$ cat config.mk
export PLATFORM = sky130hd
export DESIGN_NAME = alu_multicycle
export DESIGN_NICKNAME = d
export VERILOG_FILES = /design/src/rtl/alu_multicycle.sv
export SDC_FILE = /design/constraint.sdc
export NUM_CORES = 1
export LEC_CHECK = 0
export CORE_MARGIN = 2
export CORE_UTILIZATION = 53
export DETAILED_ROUTE_END_ITERATION = 8
export GPL_TIMING_DRIVEN = 0
export PLACE_DENSITY = 0.88
export REMOVE_ABC_BUFFERS = 1
export SLEW_MARGIN = 25
export SYNTH_ARGS = -nofsm -noshare
export SYNTH_HDL_FRONTEND = slang
export SYNTH_SLANG_ARGS = --single-unit
$ cat constraint.sdc
create_clock -name CLK -period 3 [get_ports CLK]
set_clock_uncertainty 0.15 [all_clocks]
set_input_delay 0.9 -clock CLK [delete_from_list [all_inputs] [get_ports CLK]]
set_output_delay 0.9 -clock CLK [all_outputs]
set_load 0.03 [all_outputs]
$ cat src/rtl/alu_multicycle.sv
// alu_multicycle
// Multi-cycle integer ALU for the RV32I core. Single-cycle ops (ADD/SUB, SLT,
// SLTU, XOR, OR, AND) and zero-distance shifts finish at the capture edge.
// Shifts by a non-zero amount iterate, moving at most SHIFT_STEP bits per
// clock. The result is registered and accompanied by a one-cycle done pulse.
//
// Ports:
//   CLK      in   1     clock, rising edge
//   RESET    in   1     asynchronous active-high reset
//   start    in   1     operation request, sampled only when not busy
//   funct3   in   3     RV32I ALU operation select
//   funct7_5 in   1     instruction bit 30 (SUB / SRA select)
//   isReg    in   1     1 = OP (register form), 0 = OP-IMM
//   value1   in   XLEN  operand A
//   value2   in   XLEN  operand B (low SHAMT_W bits are the shift amount)
//   busy     out  1     high while an iterative shift is running
//   done     out  1     one-cycle pulse when result has just been updated
//   result   out  XLEN  registered result, held between completions

module alu_multicycle #(
    parameter int XLEN       = 32,
    parameter int SHIFT_STEP = 1,
    parameter int SHAMT_W    = $clog2(XLEN)
) (
    input  logic            CLK,
    input  logic            RESET,
    input  logic            start,
    input  logic [2:0]      funct3,
    input  logic            funct7_5,
    input  logic            isReg,
    input  logic [XLEN-1:0] value1,
    input  logic [XLEN-1:0] value2,
    output logic            busy,
    output logic            done,
    output logic [XLEN-1:0] result
);

    typedef enum logic {
        IDLE  = 1'b0,
        SHIFT = 1'b1
    } state_t;

    // One extra bit so SHIFT_STEP itself is representable even when it
    // equals XLEN's maximum shift distance plus one (e.g. XLEN=8, step 8).
    localparam logic [SHAMT_W:0] STEP_MAX = SHIFT_STEP[SHAMT_W:0];

    state_t            r_state;
    state_t            w_nextState;
    logic [XLEN-1:0]   r_acc;
    logic [SHAMT_W-1:0] r_cnt;
    logic              r_left;
    logic              r_arith;
    logic              r_done;
    logic [XLEN-1:0]   r_result;

    logic [SHAMT_W-1:0] w_shamt;
    logic              w_isShift;
    logic              w_shiftNow;
    logic              w_accept;
    logic [XLEN-1:0]   w_opResult;
    logic [SHAMT_W:0]  w_step;
    logic [SHAMT_W-1:0] w_cntNext;
    logic [XLEN-1:0]   w_shifted;
    logic              w_lastStep;

    assign w_shamt    = value2[SHAMT_W-1:0];
    assign w_isShift  = (funct3 == 3'b001) || (funct3 == 3'b101);
    assign w_shiftNow = w_isShift && (w_shamt != '0);
    assign w_accept   = start && (r_state == IDLE);

    // Single-cycle operation decode. Shift opcodes yield value1 here, which
    // is exactly the answer for a zero-distance shift; non-zero shifts go
    // through the iterative path instead.
    always_comb begin
        w_opResult = '0;
        case (funct3)
            3'b000:  w_opResult = (isReg && funct7_5) ? (value1 - value2) : (value1 + value2);
            3'b010:  w_opResult = {{(XLEN-1){1'b0}}, ($signed(value1) < $signed(value2))};
            3'b011:  w_opResult = {{(XLEN-1){1'b0}}, (value1 < value2)};
            3'b100:  w_opResult = value1 ^ value2;
            3'b110:  w_opResult = value1 | value2;
            3'b111:  w_opResult = value1 & value2;
            default: w_opResult = value1;
        endcase
    end

    // Per-cycle shift distance is min(remaining, SHIFT_STEP). An arithmetic
    // right shift of the accumulator keeps replicating its MSB, which is
    // still the original operand's sign bit.
    always_comb begin
        w_step = ({1'b0, r_cnt} < STEP_MAX) ? {1'b0, r_cnt} : STEP_MAX;
        w_cntNext = r_cnt - w_step[SHAMT_W-1:0];
        w_lastStep = (w_cntNext == '0);
        if (r_left) begin
            w_shifted = r_acc << w_step;
        end else if (r_arith) begin
            w_shifted = $unsigned($signed(r_acc) >>> w_step);
        end else begin
            w_shifted = r_acc >> w_step;
        end
    end

    // State register.
    always_ff @(posedge CLK or posedge RESET) begin
        if (RESET) begin
            r_state <= IDLE;
        end else begin
            r_state <= w_nextState;
        end
    end

    // Next-state logic: only a non-zero shift ever leaves IDLE.
    always_comb begin
        w_nextState = r_state;
        case (r_state)
            IDLE:    if (w_accept && w_shiftNow) w_nextState = SHIFT;
            SHIFT:   if (w_lastStep) w_nextState = IDLE;
            default: w_nextState = IDLE;
        endcase
    end

    // Datapath: operand capture, iterative shifting, result and done pulse.
    // Operands are copied into the accumulator at capture so later changes
    // on value1/value2 cannot disturb a shift in flight.
    always_ff @(posedge CLK or posedge RESET) begin
        if (RESET) begin
            r_acc    <= '0;
            r_cnt    <= '0;
            r_left   <= 1'b0;
            r_arith  <= 1'b0;
            r_done   <= 1'b0;
            r_result <= '0;
        end else begin
            r_done <= 1'b0;
            if (r_state == IDLE) begin
                if (start) begin
                    if (w_shiftNow) begin
                        r_acc   <= value1;
                        r_cnt   <= w_shamt;
                        r_left  <= (funct3 == 3'b001);
                        r_arith <= (funct3 == 3'b101) && funct7_5;
                    end else begin
                        r_result <= w_opResult;
                        r_done   <= 1'b1;
                    end
                end
            end else begin
                r_acc <= w_shifted;
                r_cnt <= w_cntNext;
                if (w_lastStep) begin
                    r_result <= w_shifted;
                    r_done   <= 1'b1;
                end
            end
        end
    end

    assign busy   = (r_state == SHIFT);
    assign done   = r_done;
    assign result = r_result;

endmodule
==> impl_metrics.py <==
metrics = {
    "outcome": {
        "status": "complete, but fails checks",
        "violations": "DRC, setup timing",
    },
    "synthesis": {
        "synthArstFlopShare": 1.00,
        "synth_top_area_cell": "dfrtp_1",
        "synth_compound_area_frac": 0.324,
        "ys_ff_latch": 73,
        "synthesis.area_mm2": 0.00891,
        "synth_top_family_by_area": "compound AO/OA/AOI/OAI gates",
        "yosysSeqAreaShare": 0.205,
        "synthTopCellsByCount": "nor2_1, nand2_1, a21oi_1, inv_1, ha_1",
        "synth_area_leaders": "dfrtp_1, ha_1, a21oi_1",
        "dominantRegCellSynth": "dfrtp_1",
        "synth_top_cell_area_share": 0.205,
        "yosysUniqueCellTypes": 78,
        "netlist_instances": 1219,
        "synthSimpleGateAreaFrac": 0.182,
        "synthMuxAreaShare": 0.0397,
        "synthAdderAreaFrac": 0.141,
        "synth_xor_area_frac": 0.0285,
        "ys_warn_count": 0,
        "yosysMostFrequentCell": "nor2_1",
        "postSynthAreaPerCell_um2": 7.31,
        "synth_edf_count": 0,
    },
    "critical_path": {
        "slowest_delay_ns": 0.44,
        "crit_top_cell": "o21ai_2",
        "path_delay_family": "compound AO/OA/AOI/OAI gates",
        "path_buf_inv": 3,
        "arrival_ns": 3.94,
        "cp-start-kind": "primary input",
        "cp_max_fo": 10,
        "worstPathRequired_ns": 3.11,
        "critPathSlowestCell": "o21bai_1",
        "crit_type": "in -> reg",
        "cp_cell_sequence": "buf_6, inv_4, ha_4, buf_4, o21ai_0, nor2_2, o41ai_4, o21bai_1, o21ai_2, a211oi_4, o211a_1, o21ai_2, a211oi_2, xnor2_1, o221ai_2",
        "end_kind": "flip-flop",
    },
    "worst_hold_path": {
        "hp-class": "reg -> reg",
    },
    "clock_tree": {
        "clockBufferDepth": 2,
        "cts_hold_buf": 0,
        "ctsRootBufferMaster": "clkbuf_16",
        "clk_latency_ns": 0.38,
        "path_clk_slew_ns": 0.08,
        "cts_tree": "done",
        "htree_levels": 3,
        "cts.sinks": 73,
        "cts_made_buffers": 9,
    },
    "place": {
        "portBuffers": 105,
        "globalplace.congestion": 0.982,
        "place_ws_ns": -1.77,
        "dp_hpwl_um": 20800,
    },
    "run": {
        "maxCapViolCount": 0,
    },
    "timing": {
        "setup_violations": 28,
        "period_minus_slack_ns": 3.83,
        "worst_pin_slew_ns": 0.855,
        "finalHoldViolations": 0,
        "hold_ws_ns": 0.333,
        "maxSlewHeadroom": 0.430,
        "fin_ws_ns": -0.829,
        "rsz0062_at_grt": "true",
        "slew_violations": 0,
        "fmax_ghz": 0.261,
        "finalCritPeriodShare": 1.28,
    },
    "floorplan": {
        "core_area_mm2": 0.0165,
        "start_util": 0.539,
        "die_w_um": 134,
        "fp.dieArea_mm2": 0.0179,
        "die_h_um": 134,
        "placement_rows": 47,
        "io_pins": 106,
    },
    "final_layout": {
        "area.growth.synth_to_final_pct": 41.4,
        "diodes": 0,
        "fin_nets": 1531,
        "drive_above_1_share": 0.282,
    },
    "drt": {
        "ant_nets": 0,
        "drc": 27,
        "routed_via_density": 7.21,
        "drtPass1Iterations": 9,
        "drt-initial-drc-count": 1838,
        "wl_um": 39300,
        "wl_per_cell_um": 24.8,
        "vias": 11400,
    },
    "global_route": {
        "track_usage": 0.379,
        "grt_pass1_vias": 10400,
        "antenna_found_initial": 0,
        "grt_max_degree": 74,
        "grt_pass1_wl_um": 54200,
        "overflow": 0,
    },
    "power_and_ir_drop": {
        "power_density_mw_per_mm2": 704,
        "leakage_nw": 5.44,
        "ir_drop_v": 0.000577,
    },
}
cells in the final DEF (no fill, tap or decap), types with 8 or more instances in the layout:
master and count:
a21o_1 14, buf_6 22, o22ai_1 33, clkbuf_16 9, nor2_1 127, ha_2 9
buf_2 8, clkdlybuf4s50_1 61, buf_4 79, inv_1 59, inv_4 15, xnor2_1 27
a21oi_1 94, o21a_1 10, a21boi_0 14, buf_12 8, o211ai_1 24, o31ai_1 9
buf_8 8, o21ai_0 64, nand2_1 131, mux2i_1 31, o311ai_1 8, ha_4 27
nor3_1 11, ha_1 61, inv_2 23, dfrtp_1 71, a222oi_1 10, a21oi_2 16
a22oi_1 15
metrics by stage:
stage                     power [W]  area (um2)  cells  TNS, ns  utilization
after floorplan             0.00489        8610   1141   -55.27            -
after global placement      0.00631        9940   1466  -463.14        0.601
after detailed placement    0.00663       10300   1479   -69.32        0.621
after CTS                   0.00815       11900   1550    -7.46        0.717
after global routing        0.00921       12600   1585   -15.03        0.762
final                       0.00887       12600   1585   -13.11        0.762
final cells by class:
cell class | instances | area, um2
clock buffer | 10 | 229
tap | 220 | 275
clock inverter | 6 | 43.8
inverter | 110 | 522
timing repair buffer | 208 | 2110
fill | 1029 | 3930
multi-input combinational | 958 | 7580
sequential | 73 | 1830
worst register-to-register path: stages (launching register included):
cell and delay (ns):
dfrtp_1 0.47, nor4_4 0.42, or2_2 0.22, ha_1 0.20, nand2_1 0.10, a2111oi_4 0.35
nor2_4 0.11, buf_16 0.18, clkinv_8 0.18, o311ai_0 0.17, o21ai_0 0.11, o21ai_0 0.10
where the power goes:
| group | internal [W] | switching [W] |
|---|---|---|
| registers | 0.00150 | 0.000613 |
| logic | 0.00232 | 0.00333 |
| clock network | 0.000565 | 0.000545 |
layer usage:
metal | GRT usage | wire, um
met4 | 0.232 | 3320
met5 | 0 | 0
met3 | 0.0925 | 5070
met1 | 0.465 | 13700
met2 | 0.600 | 17200
registers in the layout, indices dropped and copies added, names as in the netlist:
register,flops
busy,1
done,1
r_acc,32
r_arith,1
r_cnt,5
r_left,1
result,32
worst paths after layout:
path | slack, ns | cells after the start | startpoint | end
hold / removal | 0.33 | 2 | result[19] | result[19]
hold reg to reg | 0.33 | 2 | result[19] | result[19]
setup reg to reg | 0.09 | 11 | r_cnt[4] | result[25]
setup / recovery | -0.83 | 15 | value2[13] | result[30]
max in group asynchronous | 1.33 | 3 | RESET | r_acc[20]
min in group asynchronous | 0.75 | 2 | RESET | result[1]
what timing repair did:
item,in CTS,in global routing
gates resized for setup,399,107
endpoints found under the setup margin,71,34
pin swaps,119,113
setup buffers,55,39
cell families after synthesis:
family                   count (synthesis)
AO/OA/AOI/OAI                          430
flip-flops                              73
adder cells (fa/ha/maj)                 99
multiplexers                            34
XOR/XNOR                                29
buffers and inverters                  188
AND/OR/NAND/NOR                        366
Power figures use the tool's default switching activity.
